===== src/rtl/binary_to_bcd_seq.sv =====
`default_nettype none
// ============================================================================
// Module      : binary_to_bcd_seq
// Description : Sequential double-dabble binary-to-BCD converter, one bit per
//               clock, with start/ready/done handshake and overflow flag.
// Revision    : 1.0 - initial release
// ============================================================================
module binary_to_bcd_seq #(
  parameter int WIDTH  = 35,
  parameter int DIGITS = 11
) (
  input  logic                Clk,
  input  logic                Rst,
  input  logic                start,
  input  logic [WIDTH-1:0]    data,
  output logic                ready,
  output logic                done,
  output logic [4*DIGITS-1:0] bcd,
  output logic                overflow
);

  localparam int CNT_W = $clog2(WIDTH + 1);
  localparam int BCD_W = 4 * DIGITS;

  typedef enum logic [1:0] {
    IDLE  = 2'd0,
    SHIFT = 2'd1,
    DONE  = 2'd2
  } state_t;

  state_t            state;
  state_t            state_next;

  logic [WIDTH-1:0]  shreg;
  logic [WIDTH-1:0]  shreg_shifted;
  logic [BCD_W-1:0]  acc;
  logic [BCD_W-1:0]  acc_adj;
  logic [BCD_W-1:0]  acc_shifted;
  logic [CNT_W-1:0]  cnt;
  logic              sticky;
  logic              spill;
  logic              last_bit;

  // Add-3 correction per digit; no carry crosses a digit boundary.
  genvar k;
  generate
    for (k = 0; k < DIGITS; k++) begin : g_digit
      assign acc_adj[4*k +: 4] = (acc[4*k +: 4] >= 4'd5) ? (acc[4*k +: 4] + 4'd3)
                                                        : acc[4*k +: 4];
    end
  endgenerate

  // The bit leaving the top digit means the value exceeds DIGITS digits.
  assign {spill, acc_shifted, shreg_shifted} = {acc_adj, shreg, 1'b0};
  assign last_bit = (cnt == CNT_W'(1));

  always_ff @(posedge Clk or posedge Rst) begin
    if (Rst) begin
      state <= IDLE;
    end else begin
      state <= state_next;
    end
  end

  always_comb begin
    state_next = state;
    case (state)
      IDLE:    if (start) state_next = SHIFT;
      SHIFT:   if (last_bit) state_next = DONE;
      DONE:    state_next = IDLE;
      default: state_next = IDLE;
    endcase
  end

  // Handshake outputs are flopped from the next state so they align with it.
  always_ff @(posedge Clk or posedge Rst) begin
    if (Rst) begin
      ready <= 1'b1;
      done  <= 1'b0;
    end else begin
      ready <= (state_next == IDLE);
      done  <= (state_next == DONE);
    end
  end

  always_ff @(posedge Clk or posedge Rst) begin
    if (Rst) begin
      shreg    <= '0;
      acc      <= '0;
      cnt      <= '0;
      sticky   <= 1'b0;
      bcd      <= '0;
      overflow <= 1'b0;
    end else begin
      case (state)
        IDLE: begin
          if (start) begin
            shreg  <= data;
            acc    <= '0;
            sticky <= 1'b0;
            cnt    <= CNT_W'(WIDTH);
          end
        end
        SHIFT: begin
          shreg  <= shreg_shifted;
          acc    <= acc_shifted;
          sticky <= sticky | spill;
          cnt    <= cnt - CNT_W'(1);
          // Result is published on the edge entering DONE so it is valid with done.
          if (last_bit) begin
            bcd      <= acc_shifted;
            overflow <= sticky | spill;
          end
        end
        default: ;
      endcase
    end
  end

endmodule
`default_nettype wire


===== config.mk =====
export PLATFORM = sky130hd
export DESIGN_NAME = binary_to_bcd_seq
export DESIGN_NICKNAME = d
export VERILOG_FILES = /design/src/rtl/binary_to_bcd_seq.sv
export SDC_FILE = /design/constraint.sdc
export NUM_CORES = 1
export LEC_CHECK = 0
export BUFFER_PORTS_ARGS = -buffer_cell sky130_fd_sc_hd__buf_2
export CAP_MARGIN = 10
export CORE_MARGIN = 2
export CORE_UTILIZATION = 58
export CTS_CLUSTER_DIAMETER = 200
export DETAILED_ROUTE_END_ITERATION = 16
export HOLD_SLACK_MARGIN = 0.06
export PLACE_DENSITY = 0.87
export SETUP_SLACK_MARGIN = 0.2
export SLEW_MARGIN = 25
export SYNTH_ARGS = -nofsm -noshare
export SYNTH_HDL_FRONTEND = slang
export SYNTH_SLANG_ARGS = --single-unit

===== constraint.sdc =====
create_clock -name Clk -period 5.2 [get_ports Clk]
set_clock_uncertainty 0.15 [all_clocks]
set_input_delay 0.52 -clock Clk [delete_from_list [all_inputs] [get_ports Clk]]
set_output_delay 0.52 -clock Clk [all_outputs]
set_load 0.01 [all_outputs]

Yosys cells after proc, flatten, opt, wreduce, memory -nomap -nowiden --
Index checks and enable logic that the tools add are counted.
Storage, ports and cells: register bits 135, input bits 38, output and inout port bits 47, logic and storage cells 64
Operators by class: add/sub/neg operators 12, order comparisons 11, eq/ne operators 4, mux-type cells 22, bitwise logic cells 1, reduce and logical (&&, ||, !) cells 5
Operators by type and width (number):
- one-hot mux 44 bit (2 select lines) | 1
- one-hot mux 35 bit (2 select lines) | 1
- adder 4 x 2 -> 4 bit (second input constant) | 11
- >= comparator 4 x 3 -> 1 bit (second input constant) | 11
- 2-to-1 mux 4 bit | 11
- 2-to-1 mux 44 bit | 1
- 2-to-1 mux 35 bit | 1
- one-hot mux 6 bit (2 select lines) | 1
- equality test 6 x 1 -> 1 bit (second input constant) | 1
- 2-to-1 mux 6 bit | 1
- subtractor 6 x 1 -> 6 bit (second input constant) | 1
- logical NOT 2 bit | 2
- 2-to-1 mux 2 bit | 2
- one-hot mux 2 bit (2 select lines) | 1
- AND reduction 2 bit | 2
- equality test 2 x 1 -> 1 bit (second input constant) | 1
- equality test 2 bit (second input constant) | 1
- != test 2 bit (second input constant) | 1
- one-hot mux 1 bit (2 select lines) | 1
- nonzero test 2 bit | 1
- 2-to-1 mux 1 bit | 1
- OR 1 bit | 1

Longest topological paths before layout --
depth after elaboration 4, gate-level depth with buffers 7, gate-level depth less buffers 6

Least setup slack after synthesis --
No wires, ideal clock.
path kind register -> register, from reg cnt[3], to reg bcd[13], setup time 125 ps, arrival 1895 ps, required time 4925 ps, path slack 3030 ps, stages on the path, launching flop included 7, buffers on the path 2, clock period less this slack 2170 ps, path through dfrtp_1 > or3_4 > or4b_4 > buf_6 > clkinv_8 > buf_12 > mux2_2
On the way: word-level cells in the longest chain between the ends 2
RTL lines:
- start, declared | line 39 | logic [CNT_W-1:0] cnt;
- start signal, assigned | line 101 | cnt <= CNT_W'(WIDTH);
- start signal, assigned | line 108 | cnt <= cnt - CNT_W'(1);
- equality test 6 x 1 -> 1 bit | line 55 | assign last_bit = (cnt == CNT_W'(1));
- AND reduction 2 bit (no source line)
- end signal, assigned | line 111 | bcd <= acc_shifted;
- end, declared | line 18 | output logic [4*DIGITS-1:0] bcd,
Every way passes these cells. A chain may end at the register's enable or synchronous reset.

Final worst setup path --
from reg state[0], to reg cnt[5]
On the way: word-level cells in the longest chain between the ends 3, elaborated cells between the ends (all ways) 6, classes of those cells eq/ne (2); mux (1); reduce/logical (3)
RTL lines:
- start, declared | line 31 | state_t state;
- start signal, assigned | line 61 | state <= state_next;
- equality test 2 x 1 -> 1 bit or logical NOT 2 bit (tied branches) | line 95 | case (state)
- nonzero test 2 bit (no source line) or != test 2 bit (tied branches)
- AND reduction 2 bit (no source line)
Parallel ways exist; a longest one is shown, timed or not.

==> results.sh <==
export IMPL_dieWidth_um=108
export IMPL_synthDistinctLibCells=36
export IMPL_vias=4814
export IMPL_grt_setup_unrepaired="no"
export IMPL_die_y_um=108
export IMPL_antenna_found_initial=0
export IMPL_gr_usage_all_layers_pct=25.8
export IMPL_r2r_cells=7
export IMPL_antennaDiodeCount=0
export IMPL_period_minus_slack_ns=3.20
export IMPL_clk_latency_ns=0.53
export IMPL_cts_buffers_inserted=17
export IMPL_drv_cap=0
export IMPL_synth_flop_cell="dfrtp_1"
export IMPL_fmax_ghz=0.312
export IMPL_dp_final_hpwl_um=8790
export IMPL_cellLeakagePower_nw=3.51
export IMPL_finalSetupViolations=0
export IMPL_post_cts_resized=0
export IMPL_grt_pass1_vias=4876
export IMPL_synth_area_per_cell_um2=11.0
export IMPL_final_cell_mix="dfrtp_1, buf_2, o21ai_0, nand2_1"
export IMPL_yosysSeqAreaShare_pct=53.6
export IMPL_grt_max_degree=75
export IMPL_r2r_slack_ns=2.00
export IMPL_critPathMaxFanout=61
export IMPL_reg2reg_to="cnt[5]$_DFFE_PP0P_"
export IMPL_synth_edf_count=0
export IMPL_synth_area_um2=6310
export IMPL_first_pass_iters=5
export IMPL_row_count=38
export IMPL_clk_pin_slew_ns=0.06
export IMPL_initial_utilization_pct=58.7
export IMPL_fp_coreArea_um2=10700
export IMPL_syn_nets=637
export IMPL_critPathMaxStageDelay_ns=0.79
export IMPL_postCtsSetupBuffers=0
export IMPL_die_area_um2=11700
export IMPL_status="complete, no violations"
export IMPL_fill_cells=781
export IMPL_drt_iter0_markers=410
export IMPL_arrival_ns=3.45
export IMPL_drv_slew=0
export IMPL_drive_gt1_share_pct=23.2
export IMPL_yosysWarnings=0
export IMPL_relSlewSlack_pct=41.3
export IMPL_final_common_cell="dfrtp_1"
export IMPL_io_pins=85
export IMPL_avgViaCountPerCell=5.99
export IMPL_crit_buf_inv=2
export IMPL_worstMarginPinSlew_ns=0.881
export IMPL_grt_pass1_wl_um=23300
export IMPL_synthArstFlopShare_pct=100
export IMPL_power_density_nw_per_um2=665
export IMPL_holdWs_ns=0.0948
export IMPL_drtAntennaViolNets=0
export IMPL_crit_required_ns=5.45
export IMPL_drt_total_wl_um=14100
export IMPL_cts_tree="done"
export IMPL_fin_crit_sh_pct=61.5
export IMPL_portBuffers=84
export IMPL_worst_setup_path_type="reg -> reg"
export IMPL_hold_path_depth=3
export IMPL_setup_worst_path_start_class="flip-flop"
export IMPL_synthCells=575
export IMPL_drc_errors=0
export IMPL_min_from="data[0]"
export IMPL_min_to="shreg[0]$_DFFE_PP0P_"
export IMPL_hold_viol=0
export IMPL_cp_cell_sequence="nor2_1, nor2_2, buf_4, clkinv_2, nor4_1, xnor2_1, nand2_1"
export IMPL_vdd_drop_max_uv=281
export IMPL_ys_seq_elements=135
export IMPL_clock_root_buffer="clkbuf_8"
export IMPL_crit_family="buffers and inverters"
export IMPL_nets=713
export IMPL_wl_per_cell_um=17.6
export IMPL_fin_setup_tns_ns=0
export IMPL_gp_congestion=0.793
export IMPL_syn_to_final_growth_pct=18.0
export IMPL_h_tree_depth=4
export IMPL_crit_path_top_delay_cell="dfrtp_2"
export IMPL_regToRegStartpoint="state[0]$_DFF_PP0_"
export IMPL_clock_sinks=135
export IMPL_hold_path_class="in -> reg"
export IMPL_grt_ovfl_total=0
export IMPL_worstSetupEndpointType="flip-flop"
export IMPL_clockBufferDepth=2
## worst min-delay path, delay by kind of cell
kind / cells / cell delay, ns
AO/OA/AOI/OAI: 1 / 0.07
buffers and inverters: 2 / 0.14
## flip-flops by register name (all words and copies together) (netlist names)
signal    count
ready         1
acc          44
overflow      1
cnt           6
sticky        1
state         2
shreg        35
done          1
bcd          44
## logic make-up (layout without fill, tap and decap cells)
kind of cell / Yosys count / in the layout / synth area share, %
multiplexers: 34 / 34 / 6.33
adder cells (fa/ha/maj): 24 / 24 / 4.76
AND/OR/NAND/NOR: 109 / 109 / 8.95
AO/OA/AOI/OAI: 198 / 198 / 20.1
XOR/XNOR: 12 / 12 / 1.67
flip-flops: 135 / 135 / 53.6
buffers and inverters: 63 / 152 / 4.66
## Yosys cell counts, types with 12 or more instances
cell	number	share of area (%)
clkbuf_1	27	1.6
nand2b_1	13	1.3
mux2_2	15	2.7
a21oi_1	34	2.7
inv_1	27	1.6
dfrtp_1	134	53
nor3b_1	23	2.7
a22o_1	22	3.1
nand2_1	61	3.6
o21ai_0	73	5.8
ha_1	24	4.8
a22oi_1	34	4.0
xnor2_1	12	1.7
## per-stage QoR
| step | util (%) | area, um2 | total power [W] | std cells | worst slack (ns) |
|---|---|---|---|---|---|
| after floorplan | - | 6310 | 0.00309 | 575 | 0.921 |
| after CTS | 69.3 | 7440 | 0.00497 | 804 | 2.34 |
| after global placement | 63.2 | 6790 | 0.00346 | 771 | 2.06 |
| final | 69.3 | 7440 | 0.00495 | 804 | 2.00 |
| after global routing | 69.3 | 7440 | 0.00526 | 804 | 1.75 |
| after detailed placement | 63.2 | 6790 | 0.00361 | 771 | 2.36 |
## layer usage
layer	GRT usage (%)	wire length, um	vias to the layer above	part of all wire (%)
li1	-	-	2242	-
met1	32.0	5790	2387	41
met2	42.5	7370	160	52
met3	7.78	764	25	5.4
met4	10.3	208	0	1.5
met5	0	0	-	0
## final cells by class
cell class | instances | area, um2 | share of cell area [%]
Sequential cell | 135 | 3380 | 45.4
Multi-Input combinational cell | 377 | 2640 | 35.5
Timing Repair Buffer | 91 | 475 | 6.39
Clock buffer | 20 | 445 | 5.98
Clock inverter | 12 | 199 | 2.67
Tap cell | 140 | 175 | 2.35
Inverter | 29 | 128 | 1.71
## timing repair
| action | in CTS | in global routing |
|---|---|---|
| setup endpoints to repair | 0 | 0 |
| hold endpoints to repair | 72 | 0 |
| hold buffers | 1 | 0 |
## worst max path at each step
stage / start / to / slack (ns) / depth (start not counted)
global placement: state[0]$_DFF_PP0_ / bcd[26]$_DFFE_PP0P_ / 2.06 / 5
finish: state[0]$_DFF_PP0_ / cnt[5]$_DFFE_PP0P_ / 2.00 / 7
global route: state[0]$_DFF_PP0_ / cnt[5]$_DFFE_PP0P_ / 1.75 / 7
floorplan: Rst / acc[0]$_DFFE_PP0P_ / 0.92 / 1
detailed placement: state[0]$_DFF_PP0_ / bcd[21]$_DFFE_PP0P_ / 2.36 / 5
CTS: state[0]$_DFF_PP0_ / bcd[33]$_DFFE_PP0P_ / 2.34 / 5
## power breakdown
group / internal, W / total [W] / leakage, nW / switching [W]
Clock: 0.000851 / 0.00130 / 0.303 / 0.000448
Combinational: 0.000825 / 0.00179 / 1.46 / 0.000966
Sequential: 0.00148 / 0.00186 / 1.74 / 0.000380
Total: 0.00315 / 0.00495 / 3.51 / 0.00179
No activity file was read; power rests on OpenSTA's default activity.
